File: src/rtl/updown_step_sched.sv
// Two-client round-robin scheduler that paces step jobs as single step_en pulses
// while tracking the 2-bit phase and a wider position register.
module updown_step_sched #(
   parameter int N_W   = 4,
   parameter int POS_W = 8,
   parameter int DIV   = 3
) (
   input  logic             clk,
   input  logic             reset,
   input  logic             req_a,
   input  logic             dir_a,
   input  logic [N_W-1:0]   num_a,
   input  logic             req_b,
   input  logic             dir_b,
   input  logic [N_W-1:0]   num_b,
   input  logic             abort,
   output logic             gnt_a,
   output logic             gnt_b,
   output logic             done_a,
   output logic             done_b,
   output logic             busy,
   output logic             step_en,
   output logic             step_dir,
   output logic [1:0]       phase,
   output logic [POS_W-1:0] pos
);

   typedef enum logic [2:0] {
      S_IDLE,
      S_GRANT,
      S_STEP,
      S_WAIT,
      S_DONE
   } state_t;

   // Divider only ever holds DIV-1 down to 1, so size it for DIV-1.
   localparam int              DIV_W    = (DIV > 1) ? $clog2(DIV) : 1;
   localparam logic [DIV_W-1:0] DIV_LOAD = DIV_W'(DIV - 1);

   state_t             state_q, state_d;
   logic               owner_q, owner_d;          // 0 = A, 1 = B
   logic               last_owner_q, last_owner_d;
   logic               dir_q, dir_d;
   logic [N_W-1:0]     num_q, num_d;
   logic [N_W-1:0]     rem_q, rem_d;
   logic [DIV_W-1:0]   div_q, div_d;
   logic [1:0]         phase_q, phase_d;
   logic [POS_W-1:0]   pos_q, pos_d;
   logic               win_b;

   always_ff @(posedge clk) begin
      if (!reset) begin
         state_q      <= S_IDLE;
         owner_q      <= 1'b0;
         last_owner_q <= 1'b1;
         dir_q        <= 1'b0;
         num_q        <= '0;
         rem_q        <= '0;
         div_q        <= '0;
         phase_q      <= 2'd0;
         pos_q        <= '0;
      end else begin
         state_q      <= state_d;
         owner_q      <= owner_d;
         last_owner_q <= last_owner_d;
         dir_q        <= dir_d;
         num_q        <= num_d;
         rem_q        <= rem_d;
         div_q        <= div_d;
         phase_q      <= phase_d;
         pos_q        <= pos_d;
      end
   end

   always_comb begin
      state_d      = state_q;
      owner_d      = owner_q;
      last_owner_d = last_owner_q;
      dir_d        = dir_q;
      num_d        = num_q;
      rem_d        = rem_q;
      div_d        = div_q;
      phase_d      = phase_q;
      pos_d        = pos_q;
      // On a tie, B wins only when A held the previous grant.
      win_b        = req_b && (!req_a || !last_owner_q);

      case (state_q)
         S_IDLE: begin
            if (req_a || req_b) begin
               owner_d      = win_b;
               last_owner_d = win_b;
               dir_d        = win_b ? dir_b : dir_a;
               num_d        = win_b ? num_b : num_a;
               state_d      = S_GRANT;
            end
         end
         S_GRANT: begin
            if (num_q == '0) begin
               state_d = S_DONE;
            end else begin
               rem_d   = num_q;
               state_d = S_STEP;
            end
         end
         S_STEP: begin
            phase_d = dir_q ? phase_q - 2'd1 : phase_q + 2'd1;
            pos_d   = dir_q ? pos_q - POS_W'(1) : pos_q + POS_W'(1);
            rem_d   = rem_q - N_W'(1);
            if (rem_q == N_W'(1)) begin
               state_d = S_DONE;
            end else if (DIV == 1) begin
               state_d = S_STEP;
            end else begin
               div_d   = DIV_LOAD;
               state_d = S_WAIT;
            end
         end
         S_WAIT: begin
            div_d = div_q - DIV_W'(1);
            if (abort) begin
               rem_d   = '0;
               div_d   = '0;
               state_d = S_DONE;
            end else if (div_q <= DIV_W'(1)) begin
               state_d = S_STEP;
            end
         end
         S_DONE: begin
            state_d = S_IDLE;
         end
         default: begin
            state_d = S_IDLE;
         end
      endcase
   end

   assign gnt_a    = (state_q == S_GRANT) && !owner_q;
   assign gnt_b    = (state_q == S_GRANT) &&  owner_q;
   assign done_a   = (state_q == S_DONE)  && !owner_q;
   assign done_b   = (state_q == S_DONE)  &&  owner_q;
   assign busy     = (state_q != S_IDLE);
   assign step_en  = (state_q == S_STEP);
   assign step_dir = dir_q;
   assign phase    = phase_q;
   assign pos      = pos_q;

endmodule

File: config.mk
export PLATFORM = sky130hd
export DESIGN_NAME = updown_step_sched
export DESIGN_NICKNAME = d
export VERILOG_FILES = /design/src/rtl/updown_step_sched.sv
export SDC_FILE = /design/constraint.sdc
export NUM_CORES = 1
export LEC_CHECK = 0
export ABC_CLOCK_PERIOD_IN_PS = 3800
export BUFFER_PORTS_ARGS = -buffer_cell sky130_fd_sc_hd__buf_4
export CORE_MARGIN = 3
export CORE_UTILIZATION = 25
export DETAILED_ROUTE_END_ITERATION = 6
export PLACE_DENSITY = 0.46
export SYNTH_ARGS = -nofsm -noshare
export SYNTH_HDL_FRONTEND = slang
export SYNTH_SLANG_ARGS = --single-unit
File: constraint.sdc
create_clock -name clk -period 3.8 [get_ports clk]
set_clock_uncertainty 0.05 [all_clocks]
set_input_delay 0.76 -clock clk [delete_from_list [all_inputs] [get_ports clk]]
set_output_delay 0.76 -clock clk [all_outputs]
set_load 0.02 [all_outputs]
==> out/metrics.yaml <==
num_antenna_cells: 0
grt_usage_pct: 10.8
post-route-drc-count: 0
final_hold_viol_count: 0
drive_above_1_share_pct: 19.7
vias: 1387
nFillCells: 655
startpoint_type: "flip-flop"
setup_tns_ps: 0
synth_top_cell_area_share_pct: 33.4
overflow: 0
grt_pass1_vias: 1328
synth-seq-area-share_pct: 33.4
wirelength_um: 3680
rsz0062_at_grt: "no"
antenna_found_initial: 0
max_slew_margin_pct: 48.0
setup_viol: 0
ant_nets: 0
fin_crit_sh_pct: 73.2
async_flop_share_pct: 0
avgRoutedWirePerCell_um: 12.8
avgSynthCellArea_um2: 8.24
design.core.area_um2: 5990
power_density_nw_per_um2: 634
area_growth_pct: 20.2
cts_buffers: 3
insertion_delay_ps: 270
nNetsFinal: 239
clkSinkCount: 26
ir_drop_uv: 222
syn_area_um2: 1560
ys_ff_latch: 26
holdWs_ps: 427
maxSlewViolCount: 0
yosys_warnings: 0
die_area_um2: 7210
routed_via_density: 4.82
hold_buffers: 0
required_ps: 2990
cts-root-buf: "clkbuf_8"
cts_setup_buffers: 0
fin_crit_ps: 2780
place_hpwl_um: 2750
cts_tree: "built"
maxCapViolations: 0
synth_area_leaders: "dfxtp_1, ha_1, a21oi_1, nand2_1, nor2_1"
drt_pre_antenna_iters: 4
drt_iter0_drc: 69
p_leak_uw: 0.000729
multi_input_area_um2: 936
outcome: "complete, no violations"
globalplace.congestion: 0.785
htreeDepth: 1
path_max_fanout: 14
die_y_um: 84.9
synth-main-ff-cell: "dfxtp_1"
grt_max_degree: 22
hp-class: "flip-flop to flip-flop"
io_buffers: 31
syn_nets: 213
rows: 28
path_clk_slew_ps: 90
synth_edf_count: 0
cp_data_arrival_time_ps: 1970
endpoint_kind: "output pin"
netlist_instances: 189
regArea_um2: 520
ioPinCount: 32
clock_path_buffers: 2
cts_resized: 0
start_util_pct: 26.0
max_slew.worst_pin.slew_ps: 780
fmax_ghz: 0.360
worstSetupPathType: "flip-flop to output pin"
grt_pass1_wl_um: 6410
die-width_um: 84.9
ys_types: 49
synth_area_leader_cell: "dfxtp_1"
## metal layers
| metal | part of all wire, % | global-route usage (%) | up-vias |
|---|---|---|---|
| met1 | 51 | 15.2 | 638 |
| met4 | 1.4 | 3.02 | 0 |
| met5 | 0 | 0 | - |
| met3 | 4.3 | 2.52 | 4 |
| met2 | 44 | 16.4 | 28 |
| li1 | - | - | 717 |
## placed cells by master (no fill, tap or decap), types with 6 or more instances in the layout
master | Yosys | layout
buf_4 | 1 | 31
dfxtp_1 | 26 | 26
nand2_1 | 18 | 18
nor2_1 | 17 | 17
a21oi_1 | 16 | 16
inv_1 | 13 | 13
o21ai_0 | 9 | 9
ha_1 | 8 | 8
mux2i_1 | 6 | 6
nor3_1 | 6 | 6
## worst max-delay path, cell delays in order (launching register included)
cell,delay (ps)
dfxtp_1,560
and2b_1,220
nand2_1,290
inv_1,420
buf_4,220
## state kept, by name, indices dropped and copies added (netlist names)
signal and cells:
state_q 3, num_q 4, div_q 2, owner_q 1, pos 8, last_owner_q 1, phase 2, rem_q 4
step_dir 1
## cells in the mapped netlist, types with 2 or more instances
| library cell | number |
|---|---|
| ha_1 | 8 |
| buf_2 | 3 |
| or3_1 | 2 |
| dfxtp_1 | 26 |
| nand2b_1 | 4 |
| nand2_1 | 18 |
| clkbuf_1 | 5 |
| nor2_1 | 17 |
| inv_1 | 13 |
| and2_1 | 2 |
| xnor2_1 | 5 |
| mux2i_1 | 6 |
| o31ai_1 | 2 |
| a211oi_1 | 5 |
| o22ai_1 | 2 |
| o21a_1 | 3 |
| nor3_1 | 6 |
| o21ai_0 | 9 |
| nor2b_1 | 3 |
| nor4_1 | 2 |
| nand3_1 | 3 |
| a211oi_2 | 3 |
| a21oi_1 | 16 |
## layout make-up
type	instances	share of cell area, %
Multi-Input combinational cell	140	50.0
Clock buffer	3	2.20
Sequential cell	26	27.8
Timing Repair Buffer	31	12.4
Tap cell	75	5.01
Inverter	13	2.61
## where the power goes
part / switching, uW / leakage, uW / internal (uW)
clock network: 90.6 / 0.0000216 / 71.2
logic: 328 / 0.000495 / 262
registers: 92.1 / 0.000213 / 343
## metrics by stage
| stage | util (%) | area, um2 | worst slack, ps | std cells | power, uW |
|---|---|---|---|---|---|
| after floorplan | - | 1560 | 1700 | 189 | 890 |
| after global placement | 30.6 | 1830 | 1330 | 285 | 1040 |
| after detailed placement | 30.6 | 1830 | 1310 | 285 | 1030 |
| after CTS | 31.3 | 1870 | 994 | 288 | 1200 |
| after global routing | 31.3 | 1870 | 860 | 288 | 1290 |
| final | 31.3 | 1870 | 1020 | 288 | 1190 |
## kinds of logic (layout without fill, tap and decap cells)
| logic type | after synthesis | after routing | synth area share (%) |
|---|---|---|---|
| buf+inv | 23 | 47 | 6.51 |
| mux | 6 | 6 | 3.86 |
| compound gates | 52 | 52 | 23.1 |
| fa+ha+maj | 9 | 9 | 7.71 |
| flops | 26 | 26 | 33.4 |
| simple gates | 68 | 68 | 22.7 |
| xor+xnor | 5 | 5 | 2.81 |
## worst paths after layout
check,startpoint,to,slack [ps],cells past startpoint
setup / recovery,state_q[1],step_en,1020,4
hold / removal,pos[7],pos[7],430,2
setup reg to reg,step_dir,pos[6],1620,7
hold reg to reg,pos[7],pos[7],430,2
(Power assumes the default switching activity.)
